`src/rtl/linear_layer_start_fifo_srl_ctrl_pkg.sv`:
```
// Shared definitions for the SRL-style start FIFO: controller state encoding.
package linear_layer_start_fifo_srl_ctrl_pkg;

  // Occupancy class of the FIFO; drives both registered status flags.
  typedef enum logic [1:0] {
    ST_EMPTY   = 2'd0,
    ST_PARTIAL = 2'd1,
    ST_FULL    = 2'd2
  } fifo_state_e;

endpackage

```
`src/rtl/linear_layer_start_fifo_srl_ctrl_if.sv`:
```
// Producer/consumer handshake bundle for the SRL start FIFO.
interface linear_layer_start_fifo_srl_ctrl_if #(
  parameter int DATA_WIDTH = 1
);
  logic                  if_write_ce;
  logic                  if_write;
  logic [DATA_WIDTH-1:0] if_din;
  logic                  if_full_n;
  logic                  if_read_ce;
  logic                  if_read;
  logic [DATA_WIDTH-1:0] if_dout;
  logic                  if_empty_n;

  // Environment side: drives requests and push data, observes status.
  modport master (
    output if_write_ce, if_write, if_din, if_read_ce, if_read,
    input  if_full_n, if_dout, if_empty_n
  );

  // FIFO side.
  modport slave (
    input  if_write_ce, if_write, if_din, if_read_ce, if_read,
    output if_full_n, if_dout, if_empty_n
  );
endinterface

```
`src/rtl/linear_layer_start_fifo_srl_store.sv`:
```
// Shift-register storage: every write shifts all entries one deeper and
// loads the new token at entry 0; reads are addressed and combinational.
module linear_layer_start_fifo_srl_store #(
  parameter int DATA_WIDTH = 1,
  parameter int ADDR_WIDTH = 1,
  parameter int DEPTH      = 2
) (
  input  logic                  clk,
  input  logic                  shift_en_i,
  input  logic [DATA_WIDTH-1:0] din_i,
  input  logic [ADDR_WIDTH-1:0] addr_i,
  output logic [DATA_WIDTH-1:0] dout_o
);

  logic [DATA_WIDTH-1:0] mem_q [DEPTH];

  // Shift chain; deliberately not reset so it maps onto SRL primitives.
  always_ff @(posedge clk) begin
    if (shift_en_i) begin
      mem_q[0] <= din_i;
      for (int i = 1; i < DEPTH; i++) begin
        mem_q[i] <= mem_q[i-1];
      end
    end
  end

  // The oldest token sits at the deepest occupied entry, selected by addr_i.
  assign dout_o = mem_q[addr_i];

endmodule

```
`src/rtl/linear_layer_start_fifo_srl_ctrl.sv`:
```
// SRL start FIFO controller: occupancy counter, read address, three-state
// FSM and registered empty/full flags around the shift-register store.
module linear_layer_start_fifo_srl_ctrl
  import linear_layer_start_fifo_srl_ctrl_pkg::*;
#(
  parameter int DATA_WIDTH = 1,
  parameter int ADDR_WIDTH = 1,
  parameter int DEPTH      = 2
) (
  input  logic                               clk,
  input  logic                               reset_n,
  linear_layer_start_fifo_srl_ctrl_if.slave  fifo_if
);

  localparam int CNT_W = $clog2(DEPTH + 1);

  fifo_state_e           state_q, state_d;
  logic [CNT_W-1:0]      cnt_q, cnt_d;
  logic [ADDR_WIDTH-1:0] raddr_q, raddr_d;
  logic                  empty_n_q, empty_n_d;
  logic                  full_n_q, full_n_d;
  logic                  push, pop;

  // Requests only take effect when enabled and the registered flag allows it.
  assign push = fifo_if.if_write_ce & fifo_if.if_write & full_n_q;
  assign pop  = fifo_if.if_read_ce  & fifo_if.if_read  & empty_n_q;

  // Next-state logic for counter, FSM, flags and read address.
  always_comb begin
    state_d = state_q;
    cnt_d   = cnt_q;

    if (push && !pop) begin
      cnt_d = cnt_q + CNT_W'(1);
    end else if (pop && !push) begin
      cnt_d = cnt_q - CNT_W'(1);
    end

    unique case (state_q)
      ST_EMPTY: begin
        if (push) state_d = ST_PARTIAL;
      end
      ST_PARTIAL: begin
        if (pop && !push && cnt_q == CNT_W'(1)) begin
          state_d = ST_EMPTY;
        end else if (push && !pop && cnt_q == CNT_W'(DEPTH - 1)) begin
          state_d = ST_FULL;
        end
      end
      ST_FULL: begin
        if (pop && !push) state_d = ST_PARTIAL;
      end
      default: state_d = ST_EMPTY;
    endcase

    empty_n_d = (state_d != ST_EMPTY);
    full_n_d  = (state_d != ST_FULL);

    // Oldest token lives at entry cnt-1; park at 0 when nothing is stored.
    if (cnt_d == '0) begin
      raddr_d = '0;
    end else begin
      raddr_d = ADDR_WIDTH'(cnt_d - CNT_W'(1));
    end
  end

  // Control registers; reset clears occupancy but leaves storage untouched.
  always_ff @(posedge clk or negedge reset_n) begin
    if (!reset_n) begin
      state_q   <= ST_EMPTY;
      cnt_q     <= '0;
      raddr_q   <= '0;
      empty_n_q <= 1'b0;
      full_n_q  <= 1'b1;
    end else begin
      state_q   <= state_d;
      cnt_q     <= cnt_d;
      raddr_q   <= raddr_d;
      empty_n_q <= empty_n_d;
      full_n_q  <= full_n_d;
    end
  end

  assign fifo_if.if_empty_n = empty_n_q;
  assign fifo_if.if_full_n  = full_n_q;

  linear_layer_start_fifo_srl_store #(
    .DATA_WIDTH (DATA_WIDTH),
    .ADDR_WIDTH (ADDR_WIDTH),
    .DEPTH      (DEPTH)
  ) u_store (
    .clk        (clk),
    .shift_en_i (push),
    .din_i      (fifo_if.if_din),
    .addr_i     (raddr_q),
    .dout_o     (fifo_if.if_dout)
  );

endmodule

```
`src/flat_wrapper.sv`:
```
// flat-port wrapper written by rule: the top's interface ports become plain ports
module linear_layer_start_fifo_srl_ctrl_flat import linear_layer_start_fifo_srl_ctrl_pkg::*;
#(
  parameter int DATA_WIDTH = 1,
  parameter int ADDR_WIDTH = 1,
  parameter int DEPTH      = 2
)
  (clk, reset_n, fifo_if_if_write_ce, fifo_if_if_write, fifo_if_if_din, fifo_if_if_read_ce, fifo_if_if_read, fifo_if_if_full_n, fifo_if_if_dout, fifo_if_if_empty_n);
  linear_layer_start_fifo_srl_ctrl_if #(.DATA_WIDTH(DATA_WIDTH)) fifo_if_i ();
  input  logic clk;
  input  logic reset_n;
  input wire logic [$bits(fifo_if_i.if_write_ce)-1:0] fifo_if_if_write_ce;
  input wire logic [$bits(fifo_if_i.if_write)-1:0] fifo_if_if_write;
  input wire logic [$bits(fifo_if_i.if_din)-1:0] fifo_if_if_din;
  input wire logic [$bits(fifo_if_i.if_read_ce)-1:0] fifo_if_if_read_ce;
  input wire logic [$bits(fifo_if_i.if_read)-1:0] fifo_if_if_read;
  output wire logic [$bits(fifo_if_i.if_full_n)-1:0] fifo_if_if_full_n;
  output wire logic [$bits(fifo_if_i.if_dout)-1:0] fifo_if_if_dout;
  output wire logic [$bits(fifo_if_i.if_empty_n)-1:0] fifo_if_if_empty_n;
  assign fifo_if_i.if_write_ce = fifo_if_if_write_ce;
  assign fifo_if_i.if_write = fifo_if_if_write;
  assign fifo_if_i.if_din = fifo_if_if_din;
  assign fifo_if_i.if_read_ce = fifo_if_if_read_ce;
  assign fifo_if_i.if_read = fifo_if_if_read;
  assign fifo_if_if_full_n = fifo_if_i.if_full_n;
  assign fifo_if_if_dout = fifo_if_i.if_dout;
  assign fifo_if_if_empty_n = fifo_if_i.if_empty_n;
  linear_layer_start_fifo_srl_ctrl #(.DATA_WIDTH(DATA_WIDTH), .ADDR_WIDTH(ADDR_WIDTH), .DEPTH(DEPTH)) u_core (.clk(clk), .reset_n(reset_n), .fifo_if(fifo_if_i));
endmodule
```
`config.mk`:
```
export PLATFORM = sky130hd
export DESIGN_NAME = linear_layer_start_fifo_srl_ctrl_flat
export DESIGN_NICKNAME = d
export VERILOG_FILES = /design/src/rtl/linear_layer_start_fifo_srl_ctrl_pkg.sv /design/src/rtl/linear_layer_start_fifo_srl_ctrl_if.sv /design/src/rtl/linear_layer_start_fifo_srl_store.sv /design/src/rtl/linear_layer_start_fifo_srl_ctrl.sv /design/src/flat_wrapper.sv
export SDC_FILE = /design/constraint.sdc
export NUM_CORES = 1
export LEC_CHECK = 0
export BUFFER_PORTS_ARGS = -buffer_cell sky130_fd_sc_hd__buf_2
export CORE_AREA = 4 4 41 43
export CTS_CLUSTER_DIAMETER = 100
export DETAILED_ROUTE_END_ITERATION = 6
export DIE_AREA = 0 0 45 47
export GPL_TIMING_DRIVEN = 1
export PLACE_DENSITY = 0.54
export SLEW_MARGIN = 20
export SYNTH_ARGS = -nofsm -noshare
export SYNTH_HDL_FRONTEND = slang
export SYNTH_SLANG_ARGS = --single-unit
```
`constraint.sdc`:
```
create_clock -name clk -period 3.6 [get_ports clk]
set_input_delay 0.36 -clock clk [delete_from_list [all_inputs] [get_ports clk]]
set_output_delay 0.36 -clock clk [all_outputs]
set_load 0.02 [all_outputs]
```
Yosys cells after proc, flatten, opt, wreduce, memory -nomap -nowiden
Memory sizes are Yosys's and may differ from the RTL's.
Index checks and enable logic that the tools add are counted.
- flip-flop bits (word level): 7
- latch bits: 0
- bits in writable memories: 2
- memory bits (read-only): 0
- bits of input ports: 7
- output and inout port bits: 3
- word-level logic and storage cells: 36
- memories: 1
- memory list (name ; words ; bits a word ; rd ports ; clocked after Yosys merged registers in ; write ports ; RTL line ; text):
    u_core.u_store.mem_q ; 2 ; 1 ; 2 ; 0 ; 2 ; linear_layer_start_fifo_srl_store.sv:15 ; logic [DATA_WIDTH-1:0] mem_q [DEPTH];
- add/sub/neg operators: 3
- $mul: 0
- div/mod/pow operators: 0
- $lt $le $gt $ge: 0
- equality and inequality tests: 4
- shifts and indexed selects: 0
- muxes and demuxes: 10
- bitwise gates (word level): 4
- reductions and logical operators: 9
- operators with widths (operator ; number):
    2-to-1 mux 2 bit ; 6
    one-hot mux 2 bit (3 select lines) ; 1
    AND 1 bit ; 4
    == test 2 x 1 -> 1 bit (second input constant) ; 2
    logical AND 1 bit ; 4
    zero test 2 bit ; 2
    2-to-1 mux 1 bit ; 3
    adder 2 x 1 -> 2 bit (second input constant) ; 1
    == test 2 bit (second input constant) ; 1
    zero test 1 bit ; 2
    inequality test 2 bit (second input constant) ; 1
    nonzero test 2 bit ; 1
    subtractor 2 x 1 -> 2 bit (second input constant) ; 1
    subtractor 1 bit (second input constant) ; 1

Depth between registers and ports, before layout
- depth after elaboration: 9
- mapped depth: 5
- mapped depth without buffers: 5

By module
From an unflattened synthesis, not the netlist that was laid out.
- cell total of the unflattened synthesis: 41
- area total of the unflattened synthesis: 462.9 um2
- modules (own cells, without submodules) (module ; instances ; cells an instance ; area each (um2) ; sequential area each (um2)):
    linear_layer_start_fifo_srl_ctrl ; 1 ; 38 ; 387.9 ; 176.4
    linear_layer_start_fifo_srl_store ; 1 ; 3 ; 75.1 ; 60.1

Worst setup path before layout
OpenSTA, ideal clock, no wires.
- kind: reg-to-reg
- start point: register u_core.full_n_q (netlist: u_core.fifo_if.if_full_n)
- end point: register u_core.state_q[0]
- setup time: 127 ps
- data arrival time: 1103 ps
- data required time: 3473 ps
- setup slack: 2370 ps
- stages on the path, launching flop included: 6
- buffers on the path: 0
- clock period less this slack: 1230 ps
- cells stage by stage: dfstp_2 -> nand3_4 -> inv_4 -> o21ai_1 -> a21oi_1 -> o22ai_1
- cells in the longest elaborated chain, start to end: 6
- elaborated cells on any way between the ends: 11
- classes of those cells: 5 x mux; 1 x bitwise; 5 x reduce/logical
- ends and longest elaborated chain (what ; RTL line ; text):
    start: declaration ; linear_layer_start_fifo_srl_ctrl.sv:21 ; logic full_n_q, full_n_d;
    start signal: assignment ; linear_layer_start_fifo_srl_ctrl.sv:80 ; full_n_q <= full_n_d;
    AND 1 bit * ; linear_layer_start_fifo_srl_ctrl.sv:25 ; assign push = fifo_if.if_write_ce & fifo_if.if_write & full_n_q;
    named net u_core.push ; linear_layer_start_fifo_srl_ctrl.sv:22 ; logic push, pop;
    logical AND 1 bit or zero test 1 bit (tied branches) ; linear_layer_start_fifo_srl_ctrl.sv:46, linear_layer_start_fifo_srl_ctrl.sv:44, linear_layer_start_fifo_srl_ctrl.sv:51 ;
    logical AND 1 bit, on equally long branches ; linear_layer_start_fifo_srl_ctrl.sv:46, linear_layer_start_fifo_srl_ctrl.sv:44, linear_layer_start_fifo_srl_ctrl.sv:51 ;
    2-to-1 mux 2 bit or logical AND 1 bit (tied branches) ; linear_layer_start_fifo_srl_ctrl.sv:46, linear_layer_start_fifo_srl_ctrl.sv:44 ;
    2-to-1 mux 2 bit ; linear_layer_start_fifo_srl_ctrl.sv:44 ; if (pop && !push && cnt_q == CNT_W'(1)) begin
    one-hot mux 2 bit (3 select lines) * ; linear_layer_start_fifo_srl_ctrl.sv:39 ; unique case (state_q)
    named net u_core.state_d[0] ; linear_layer_start_fifo_srl_ctrl.sv:17 ; fifo_state_e state_q, state_d;
    end signal: assignment ; linear_layer_start_fifo_srl_ctrl.sv:76 ; state_q <= state_d;
    end: declaration ; linear_layer_start_fifo_srl_ctrl.sv:17 ;
Mark *: on every way through the listed nets, which the timed path passes. The rest lies on a longest branch.

==> run_results.csv <==
group,metric,value,unit
worst_setup_path,crit_slowest_cell,"edfxtp_1",
clock_network,cts_max_level,1,
logic_synthesis,synth_top_cell_area_share,0.323,
cells_and_area,area_delta_synth_final,21.6,%
floorplan,top_level_ports,10,
clock_network,clock_latency,250,ps
logic_synthesis,synthTopCellsByArea,"dfrtp_1 (32%), edfxtp_1 (13%), dfstp_2 (5.7%), a21oi_1 (5.4%), nor2_4 (4.9%)",
logic_synthesis,synth_top_family_by_area,"simple AND/OR/NAND/NOR gates",
clock_network,cts_hold_buf,1,
sta,setup_violations,0,
clock_network,clock-sinks,9,
min_path,hp-class,"primary input to flip-flop",
cells_and_area,drive_gt1_frac,0.400,
clock_network,cts_tree,"yes",
clock_network,clock_path_buffers,2,
worst_setup_path,cpPeakStageDelay,400,ps
placement,gp_congestion,0.686,
sta,hold_ws,279,ps
global_routing,grt_pass1_vias,318,
placement,dpl_cell_area,528,um2
sta,hold_violations,0,
global_routing,track_usage,0.0902,
logic_synthesis,ys_warn_count,0,
logic_synthesis,syn_inst,41,
drt,wirelength,829,um
clock_network,clkTransAtPathRegs,60,ps
logic_synthesis,synth_compound_area_frac,0.175,
placement,dp.cells,65,
global_routing,gr-total-overflow,0,
clock_network,postCtsSetupBuffers,0,
global_routing,grt_first_pass_wirelength,1.30,mm
sta,fmax,696,MHz
floorplan,chipWidth,45,um
logic_synthesis,ys_ff_latch,9,
sta,slew_viol_final,0,
logic_synthesis,ys_top_cells_by_count,"dfrtp_1 (6), a21oi_1 (5), o21ai_1 (3)",
sta,skew,1.21,ps
drt,wl_met1,382,um
drt,drtIter0Drc,5,
drt,wl_met2,376,um
worst_setup_path,cp.arrival,1080,ps
worst_setup_path,critPathKind,"flip-flop to output pin",
logic_synthesis,yosysTopAreaCell,"dfrtp_1",
drt,ant_nets,0,
drt,drc_errors,0,
worst_setup_path,path_max_fanout,2,
drt,via_per_inst,4.93,
logic_synthesis,synth-edff-count,2,
drt,dr.pass1.iters,2,
logic_synthesis,synth.distinct_cells,25,
worst_setup_path,cp.buffers_inverters,1,
flow_run,cap_violations,0,
cells_and_area,fin_cells,70,
sta,period_share,0.399,
logic_synthesis,avgSynthCellArea,11.3,um2
sta,worst_pin_slew,201,ps
sta,rsz0062_at_grt,"no",
floorplan,rows,13,
cells_and_area,nets,64,
cells_and_area,fin_area,564,um2
logic_synthesis,yosysMostFrequentCell,"dfrtp_1",
logic_synthesis,synthFlopType,"dfrtp_1",
drt,vias,345,
floorplan,dieHeight,47,um
power,leakage,0.234,nW
drt,met3_length,70,um
power,irDropWorstVdd,338,uV
logic_synthesis,netlist_area,464,um2
clock_network,cts_resized,0,
sta,tns,0,ps
drt,highest_layer,"met3",
worst_setup_path,critical-path-top-delay-family,"flip-flops",
status,status,"finished, final reports clean",
worst_setup_path,cp-end-kind,"output pin",
placement,io_buffers,9,
logic_synthesis,synth_fa_ha_area_frac,0.0270,
logic_synthesis,muxShareOfSynthArea,0.0243,
global_routing,antenna_found_initial,0,
floorplan,dieArea,2120,um2
floorplan,initial_core_util,0.357,
logic_synthesis,ys_seq_area_frac,0.509,
logic_synthesis,synthArstFlopShare,0.778,
logic_synthesis,synth_simple_gate_area_frac,0.216,
logic_synthesis,synth_xor_xnor_area_share,0.0189,
placement,hpwl,652,um
worst_setup_path,critPathLaunchType,"flip-flop",
drt,wl_per_cell,11.8,um
worst_setup_path,path_cells,"mux2_2 > buf_2",
global_routing,grt_start_max_net_pins,8,
clock_network,cts-buffers-inserted,3,
cells_and_area,antennaDiodeCount,0,
floorplan,core-area,1300,um2
sta,slew_headroom,0.866,
sta,finalCriticalPeriod,1440,ps
worst_setup_path,required,3240,ps
clock_network,cts_root_buffer,"clkbuf_4",
power,p_per_area,738,nW/um2
logic_synthesis,syn-num-nets,49,
## per-layer routing
layer / track usage / up-vias
met1: 0.117 / 154
li1: - / 181
met3: 0.0345 / 0
met5: 0 / -
met2: 0.127 / 10
met4: 0.0526 / 0
## kinds of logic (layout without fill, tap and decap cells)
| group | after synthesis | in the layout |
|---|---|---|
| flops | 9 | 9 |
| fa+ha+maj | 1 | 1 |
| buf+inv | 3 | 17 |
| simple gates | 13 | 13 |
| compound gates | 13 | 13 |
| mux | 1 | 1 |
| xor+xnor | 1 | 1 |
## worst paths after layout
| check | slack [ps] | endpoint | cells past startpoint | start |
|---|---|---|---|---|
| setup / recovery | 2160 | fifo_if_if_dout | 2 | u_core.u_store.mem_q[0] |
| hold / removal | 280 | u_core.u_store.mem_q[0] | 1 | fifo_if_if_din |
| setup reg to reg | 2360 | u_core.raddr_q | 4 | u_core.cnt_q[0] |
| hold reg to reg | 470 | u_core.u_store.mem_q[1] | 0 | u_core.u_store.mem_q[0] |
| max in group asynchronous | 2910 | u_core.fifo_if.if_full_n | 2 | reset_n |
| min in group asynchronous | 460 | u_core.raddr_q | 2 | reset_n |
## where the power goes
group	switching [mW]	total [mW]	leakage (nW)	internal (mW)
clock	0.0342	0.0769	0.0150	0.0427
combinational	0.0898	0.164	0.117	0.0739
sequential	0.0325	0.176	0.103	0.144
## placed cells by master (no fill, tap or decap), drive strengths merged, types with 2 or more instances in the layout
cell,instances
buf,9
inv,3
nand3,2
nor2,3
nor2b,2
dfrtp,6
edfxtp,2
a21oi,5
nand2,3
clkbuf,4
o21ai,4
## state kept, by name (all words and copies together) (netlist names)
signal and count:
u_core.fifo_if.if_full_n 1, u_core.u_store.mem_q 2, u_core.raddr_q 1, u_core.state_q 2
u_core.fifo_if.if_empty_n 1, u_core.cnt_q 2
## metrics by stage
stage                     power, mW  worst slack, ps   util
final                         0.417             2160  0.434
after global routing          0.446             2120  0.434
after CTS                     0.421             2150  0.434
after detailed placement      0.341             2370  0.406
after global placement        0.337             2370  0.406
after floorplan               0.298             2370      -
## layout make-up
type,count,area [um2]
sequential,9,236
multi-input combinational,29,214
tap,15,18.8
inverter,3,13.8
clock buffer,4,26.3
fill,142,737
timing repair buffer,10,55.1
(Power assumes the default switching activity.)
